`src/rtl/mem_ctrl_pkg.sv`:
```
// Shared types and constants for the byte-wide RAM port controller:
// FSM states, access-size codes, IO address window and the beat-count helper.
package mem_ctrl_pkg;

  typedef enum logic [1:0] {
    ST_IDLE  = 2'd0,
    ST_READ  = 2'd1,
    ST_WRITE = 2'd2
  } state_t;

  localparam logic [1:0] SIZE_BYTE = 2'b00;
  localparam logic [1:0] SIZE_HALF = 2'b01;
  localparam logic [1:0] SIZE_WORD = 2'b10;

  // Stores into this 64 KiB window (addr[17:16]) land in the UART buffer.
  localparam logic [1:0] IO_RANGE = 2'b11;

  localparam int REQ_FCH = 0;
  localparam int REQ_LS  = 1;

  // Size code 2'b11 is not a legal access size and is widened to a word.
  function automatic logic [2:0] beat_count(input logic [1:0] size);
    case (size)
      SIZE_BYTE: beat_count = 3'd1;
      SIZE_HALF: beat_count = 3'd2;
      default:   beat_count = 3'd4;
    endcase
  endfunction

endpackage

```
`src/rtl/mem_ctrl_rr_arb.sv`:
```
// Two-way round-robin arbiter (bit 0 = fetch, bit 1 = load/store) with a
// registered priority pointer that flips only on contested grants.
module mem_rr_arb
  import mem_ctrl_pkg::*;
(
  input  logic       clk,
  input  logic       rst,
  input  logic       rdy,
  input  logic       take,
  input  logic [1:0] req,
  output logic [1:0] grant
);

  logic prio_ls_reg;

  always_comb begin
    grant = req;
    if (req == 2'b11) begin
      grant = prio_ls_reg ? 2'b10 : 2'b01;
    end
  end

  always_ff @(posedge clk) begin
    if (!rst) begin
      prio_ls_reg <= 1'b1;
    end else if (rdy && take && req == 2'b11) begin
      prio_ls_reg <= ~prio_ls_reg;
    end
  end

endmodule

```
`src/rtl/mem_ctrl.sv`:
```
// Arbitrates fetch and load/store onto one byte-wide, one-read-latency RAM
// port, sequencing byte beats. Optional MEM_CTRL_IO_STALL_EN holds IO stores off.
module mem_ctrl
  import mem_ctrl_pkg::*;
#(
  parameter int ADDR_W = 32
) (
  input  logic              clk,
  input  logic              rst,
  input  logic              rdy,
  input  logic              rollback_sign_from_rob,
  input  logic              fch_req,
  input  logic [ADDR_W-1:0] fch_addr,
  output logic              fch_done,
  output logic [31:0]       fch_data,
  input  logic              ls_req,
  input  logic              ls_wr,
  input  logic [1:0]        ls_size,
  input  logic [ADDR_W-1:0] ls_addr,
  input  logic [31:0]       ls_wdata,
  output logic              ls_done,
  output logic [31:0]       ls_rdata,
  input  logic [7:0]        mem_din,
  output logic [7:0]        mem_dout,
  output logic [ADDR_W-1:0] mem_a,
  output logic              mem_wr,
  input  logic              io_buffer_full
);

  state_t            state_reg;
  logic [ADDR_W-1:0] addr_reg;
  logic [ADDR_W-1:0] mem_a_reg;
  logic [2:0]        n_reg;
  logic [2:0]        step_reg;
  logic              is_ls_reg;
  logic [31:0]       wdata_reg;
  logic [31:0]       data_reg;
  logic [31:0]       fch_data_reg;
  logic [31:0]       ls_rdata_reg;
  logic [7:0]        mem_dout_reg;
  logic              mem_wr_reg;
  logic              fch_done_reg;
  logic              ls_done_reg;

  logic              ls_elig;
  logic [1:0]        grant;
  logic              take;
  logic [2:0]        next_step;
  logic [1:0]        cap_idx;
  logic [31:0]       read_word;

`ifdef MEM_CTRL_IO_STALL_EN
  assign ls_elig = ls_req && !(ls_wr && ls_addr[17:16] == IO_RANGE && io_buffer_full);
`else
  logic unused_io;
  assign unused_io = io_buffer_full;
  assign ls_elig   = ls_req;
`endif

  assign take = (state_reg == ST_IDLE) && !rollback_sign_from_rob && (grant != 2'b00);

  mem_rr_arb u_arb (
    .clk   (clk),
    .rst   (rst),
    .rdy   (rdy),
    .take  (take),
    .req   ({ls_elig, fch_req}),
    .grant (grant)
  );

  assign next_step = step_reg + 3'd1;
  // The byte on mem_din belongs to the address issued one beat earlier.
  assign cap_idx   = step_reg[1:0] - 2'd1;

  genvar gi;
  generate
    for (gi = 0; gi < 4; gi++) begin : g_byte
      assign read_word[8*gi +: 8] = (step_reg != 3'd0 && cap_idx == 2'(gi)) ?
                                    mem_din : data_reg[8*gi +: 8];
    end
  endgenerate

  always_ff @(posedge clk) begin
    if (!rst) begin
      state_reg    <= ST_IDLE;
      addr_reg     <= '0;
      mem_a_reg    <= '0;
      n_reg        <= '0;
      step_reg     <= '0;
      is_ls_reg    <= 1'b0;
      wdata_reg    <= '0;
      data_reg     <= '0;
      fch_data_reg <= '0;
      ls_rdata_reg <= '0;
      mem_dout_reg <= '0;
      mem_wr_reg   <= 1'b0;
      fch_done_reg <= 1'b0;
      ls_done_reg  <= 1'b0;
    end else if (rdy) begin
      fch_done_reg <= 1'b0;
      ls_done_reg  <= 1'b0;
      case (state_reg)
        ST_IDLE: begin
          if (take) begin
            is_ls_reg <= grant[REQ_LS];
            data_reg  <= '0;
            step_reg  <= '0;
            if (grant[REQ_LS]) begin
              addr_reg  <= ls_addr;
              mem_a_reg <= ls_addr;
              n_reg     <= beat_count(ls_size);
              wdata_reg <= ls_wdata;
              if (ls_wr) begin
                state_reg    <= ST_WRITE;
                mem_wr_reg   <= 1'b1;
                mem_dout_reg <= ls_wdata[7:0];
              end else begin
                state_reg <= ST_READ;
              end
            end else begin
              addr_reg  <= fch_addr;
              mem_a_reg <= fch_addr;
              n_reg     <= 3'd4;
              state_reg <= ST_READ;
            end
          end
        end

        ST_READ: begin
          if (rollback_sign_from_rob) begin
            state_reg <= ST_IDLE;
            mem_a_reg <= '0;
            data_reg  <= '0;
            step_reg  <= '0;
          end else begin
            step_reg <= next_step;
            if (step_reg != 3'd0) begin
              data_reg <= read_word;
            end
            if (next_step < n_reg) begin
              mem_a_reg <= addr_reg + ADDR_W'(next_step);
            end else begin
              mem_a_reg <= '0;
            end
            if (step_reg == n_reg) begin
              state_reg <= ST_IDLE;
              if (is_ls_reg) begin
                ls_done_reg  <= 1'b1;
                ls_rdata_reg <= read_word;
              end else begin
                fch_done_reg <= 1'b1;
                fch_data_reg <= read_word;
              end
            end
          end
        end

        // Stores are already committed, so rollback does not stop them.
        ST_WRITE: begin
          step_reg <= next_step;
          if (next_step < n_reg) begin
            mem_a_reg    <= addr_reg + ADDR_W'(next_step);
            mem_dout_reg <= wdata_reg[{next_step[1:0], 3'b000} +: 8];
          end else begin
            state_reg    <= ST_IDLE;
            mem_a_reg    <= '0;
            mem_dout_reg <= '0;
            mem_wr_reg   <= 1'b0;
            ls_done_reg  <= 1'b1;
          end
        end

        default: state_reg <= ST_IDLE;
      endcase
    end
  end

  assign mem_a    = mem_a_reg;
  assign mem_dout = mem_dout_reg;
  assign mem_wr   = mem_wr_reg & rdy;
  assign fch_done = fch_done_reg;
  assign fch_data = fch_data_reg;
  assign ls_done  = ls_done_reg;
  assign ls_rdata = ls_rdata_reg;

endmodule
```
`config.mk`:
```
export PLATFORM = sky130hd
export DESIGN_NAME = mem_ctrl
export DESIGN_NICKNAME = d
export VERILOG_FILES = /design/src/rtl/mem_ctrl_pkg.sv /design/src/rtl/mem_ctrl_rr_arb.sv /design/src/rtl/mem_ctrl.sv
export SDC_FILE = /design/constraint.sdc
export NUM_CORES = 1
export LEC_CHECK = 0
export CAP_MARGIN = 30
export CORE_MARGIN = 2
export CORE_UTILIZATION = 51
export CTS_CLUSTER_DIAMETER = 150
export DETAILED_ROUTE_END_ITERATION = 7
export PLACE_DENSITY = 0.81
export SLEW_MARGIN = 10
export SYNTH_ARGS = -nofsm -noshare
export SYNTH_HDL_FRONTEND = slang
export SYNTH_SLANG_ARGS = --single-unit
export TNS_END_PERCENT = 100
```
`constraint.sdc`:
```
create_clock -name clk -period 4.2 [get_ports clk]
set_input_delay 1.26 -clock clk [delete_from_list [all_inputs] [get_ports clk]]
set_output_delay 1.26 -clock clk [all_outputs]
set_load 0.01 [all_outputs]
```
==> flow_results.xml <==
<?xml version="1.0" encoding="UTF-8"?>
<metrics>
  <group name="status">
    <metric name="status" unit="">finished, final reports clean</metric>
  </group>
  <group name="min_path">
    <metric name="min_from" unit="">wdata_reg[4]$_SDFFE_PN0P_</metric>
    <metric name="worstHoldPathType" unit="">reg -&gt; reg</metric>
  </group>
  <group name="synthesis">
    <metric name="ys_types" unit="">59</metric>
    <metric name="seq_area_frac_synth" unit="">0.437</metric>
    <metric name="yosys-top-cells-area" unit="">dfxtp_1 (44%), o21ai_0 (5.3%), nand2_1 (4.5%)</metric>
    <metric name="synth_fp_nets" unit="">1244</metric>
    <metric name="most_used_flip_flop_cell_after_synthesis" unit="">dfxtp_1</metric>
    <metric name="yosys_warnings" unit="">0</metric>
    <metric name="syn_inst" unit="">1114</metric>
    <metric name="ys_async_sr_fraction" unit="">0</metric>
    <metric name="yosysTopAreaCell" unit="">dfxtp_1</metric>
    <metric name="synth_top_cell_area_share" unit="">0.437</metric>
    <metric name="netlist_area" unit="mm²">0.00976</metric>
    <metric name="postSynthRegisterBits" unit="">213</metric>
    <metric name="synthesis.area_per_instance" unit="µm²">8.76</metric>
    <metric name="synth-edff-count" unit="">0</metric>
  </group>
  <group name="worst_setup_path">
    <metric name="worst_ep_arrival" unit="ns">2.48</metric>
    <metric name="crit-reg2reg-capture" unit="">mem_a[20]$_SDFFE_PN0P_</metric>
    <metric name="crit_path_end" unit="">mem_wr</metric>
    <metric name="reg2reg_depth" unit="">10</metric>
    <metric name="r2r-start" unit="">step_reg[0]$_SDFFE_PN0P_</metric>
    <metric name="crit_start" unit="">rdy</metric>
    <metric name="path_cells" unit="">clkdlybuf4s50_1 -&gt; and2_1 -&gt; clkdlybuf4s50_1</metric>
    <metric name="worstPathMaxFanout" unit="">2</metric>
    <metric name="timing.critical_path.slowest_cell_delay" unit="ns">0.57</metric>
    <metric name="crit_top_cell" unit="">clkdlybuf4s50_1</metric>
    <metric name="critPathCaptureType" unit="">primary output</metric>
    <metric name="crit_type" unit="">in -&gt; out</metric>
    <metric name="regToRegSetupSlack" unit="ns">0.97</metric>
    <metric name="cp_data_required_time" unit="ns">2.94</metric>
    <metric name="library_cell_contributing_the_largest_single_delay_on_the_critical_path" unit="">clkdlybuf4s50_1</metric>
    <metric name="critical_path.startpoint_type" unit="">input port</metric>
  </group>
  <group name="sta">
    <metric name="fin_tns_setup" unit="ns">0</metric>
    <metric name="worst-slew-pin-transition" unit="ns">0.961</metric>
    <metric name="rsz0062_at_grt" unit="">no</metric>
    <metric name="timing_hold_violations_final" unit="">0</metric>
    <metric name="achievable-frequency" unit="MHz">267</metric>
    <metric name="setup_viol" unit="">0</metric>
    <metric name="timing.final.crit_share" unit="">0.891</metric>
    <metric name="relSlewSlack" unit="">0.355</metric>
    <metric name="slew_viol_final" unit="">0</metric>
    <metric name="fin_skew" unit="ns">0.00902</metric>
    <metric name="final.min_clock_period" unit="ns">3.74</metric>
  </group>
  <group name="floorplanning">
    <metric name="fp.dieH" unit="µm">142</metric>
    <metric name="dieWidth" unit="µm">142</metric>
    <metric name="rows" unit="">50</metric>
    <metric name="std_cell_core_area" unit="mm²">0.0188</metric>
    <metric name="floorplan.io_pins" unit="">221</metric>
    <metric name="starting_density_of_the_core" unit="">0.520</metric>
    <metric name="die_area" unit="mm²">0.0203</metric>
  </group>
  <group name="power">
    <metric name="vdd.ir_drop.worst" unit="µV">278</metric>
    <metric name="power_per_cell_area" unit="mW/mm²">370</metric>
    <metric name="power.static_leakage" unit="nW">4.48</metric>
  </group>
  <group name="final_layout">
    <metric name="antenna-diode-count" unit="">0</metric>
    <metric name="most_frequent_cells_in_the_layout" unit="">clkdlybuf4s50_1 (218), dfxtp_1 (213), nand2_1 (116), o21ai_0 (104), nor2_1 (89)</metric>
    <metric name="multi_input_area" unit="mm²">0.00510</metric>
    <metric name="finish.utilization" unit="">0.682</metric>
    <metric name="area_grow_syn2layout" unit="%">31.3</metric>
    <metric name="final_net_count" unit="">1417</metric>
    <metric name="stdcell_count" unit="">1536</metric>
    <metric name="register_area" unit="mm²">0.00426</metric>
    <metric name="most_common_cell_after_layout_fill_and_taps_aside" unit="">clkdlybuf4s50_1</metric>
    <metric name="n_fill_cell" unit="">1470</metric>
    <metric name="layout-drive-gt1-share" unit="">0.0906</metric>
  </group>
  <group name="cts">
    <metric name="htree_levels" unit="">1</metric>
    <metric name="cts_root_buffer" unit="">clkbuf_16</metric>
    <metric name="cts_hold_buf" unit="">0</metric>
    <metric name="worst_setup_hold_path_clk_slew" unit="ns">0.06</metric>
    <metric name="clock_insertion_delay_worst_skew" unit="ns">0.50</metric>
    <metric name="cts_sinks" unit="">213</metric>
    <metric name="cts.repair_timing.setup_buffer_count" unit="">0</metric>
    <metric name="cts_buffer_count" unit="">22</metric>
    <metric name="post_cts_resized" unit="">0</metric>
    <metric name="tritoncts" unit="">done</metric>
    <metric name="cts.path.max_buffers" unit="">3</metric>
  </group>
  <group name="drt">
    <metric name="first_pass_iters" unit="">5</metric>
    <metric name="route.detailed.drc" unit="">0</metric>
    <metric name="num_vias" unit="">9008</metric>
    <metric name="postRouteWirelength" unit="mm">27.0</metric>
    <metric name="detail-route-antenna-nets" unit="">0</metric>
    <metric name="route.detailed.vias_per_inst" unit="">5.86</metric>
    <metric name="drt_iter0_drc" unit="">728</metric>
    <metric name="wl_per_cell" unit="µm">17.6</metric>
  </group>
  <group name="place">
    <metric name="place_hpwl" unit="mm">18.2</metric>
    <metric name="routability_congestion_estimate_from_global_placement" unit="">0.862</metric>
    <metric name="place_inst" unit="">1497</metric>
    <metric name="placement.io_buffers" unit="">219</metric>
  </group>
  <group name="grt">
    <metric name="grt_first_pass_wirelength" unit="mm">43.1</metric>
    <metric name="grt_max_degree" unit="">131</metric>
    <metric name="grtUsageTotal" unit="">0.258</metric>
    <metric name="antenna_found_initial" unit="">0</metric>
    <metric name="grt-ovfl-total" unit="">0</metric>
    <metric name="first_global_vias" unit="">8566</metric>
  </group>
  <group name="flow_run">
    <metric name="number_of_violations_of_the_max_capacitance_limit" unit="">0</metric>
  </group>
</metrics>
metrics by stage:
stage	worst slack [ns]	instance area, µm²	hold slack, ns	power (mW)
after floorplan	0.919	9760	0.433	2.51
after global placement	0.465	12100	0.440	2.78
after detailed placement	0.445	12100	0.443	2.79
after CTS	0.445	12800	0.451	4.76
after global routing	0.434	12800	0.468	4.91
final	0.456	12800	0.450	4.74
worst min-delay path by stage:
| stage | cells after the start | end |
|---|---|---|
| 3_5_place_dp | 2 | wdata_reg[4]$_SDFFE_PN0P_ |
| 5_1_grt | 2 | wdata_reg[4]$_SDFFE_PN0P_ |
| 6_report | 2 | wdata_reg[4]$_SDFFE_PN0P_ |
| 4_1_cts | 2 | wdata_reg[4]$_SDFFE_PN0P_ |
| 2_1_floorplan | 2 | wdata_reg[0]$_SDFFE_PN0P_ |
| 3_3_place_gp | 2 | wdata_reg[6]$_SDFFE_PN0P_ |
report_power, final:
part	total (mW)	leakage (nW)	internal (mW)	switching [mW]
clock	1.98	0.369	1.18	0.797
sequential	2.16	1.73	2.10	0.0612
combinational	0.601	2.39	0.293	0.309
worst max-delay path, delay by kind of cell:
kind / cells / cell delay, ns
buf+inv: 2 / 1.07
simple gates: 1 / 0.15
area by class of cell:
cell class	count	share of cell area
multi-input combinational	798	0.398
sequential	213	0.333
timing repair buffer	234	0.183
clock buffer	31	0.0527
tap	234	0.0229
clock inverter	8	0.00547
inverter	18	0.00537
per-layer routing:
layer / GRT usage / part of all wire / wire [µm]
met1: 0.339 / 0.44 / 11800
met2: 0.436 / 0.47 / 12800
met3: 0.0454 / 0.068 / 1840
met4: 0.0745 / 0.023 / 611
met5: 0 / 0 / 0
synth_stat cells, drive strengths merged, types with 15 or more instances:
| library cell | instances |
|---|---|
| dfxtp | 213 |
| nand2 | 116 |
| o21ai | 105 |
| nor2 | 91 |
| nand3 | 85 |
| a21oi | 73 |
| clkbuf | 57 |
| a211oi | 46 |
| a22oi | 35 |
| mux2 | 34 |
| mux2i | 32 |
| buf | 28 |
| inv | 18 |
| ha | 15 |
cell families (layout without fill, tap and decap cells):
logic type | after synthesis | count (layout) | share of synthesized area
adder cells (fa/ha/maj) | 16 | 16 | 0.0213
AO/OA/AOI/OAI | 325 | 325 | 0.215
XOR/XNOR | 17 | 17 | 0.0153
multiplexers | 74 | 74 | 0.0905
AND/OR/NAND/NOR | 366 | 366 | 0.179
buffers and inverters | 103 | 291 | 0.0415
flip-flops | 213 | 213 | 0.437
No activity file was read; power rests on OpenSTA's default activity.
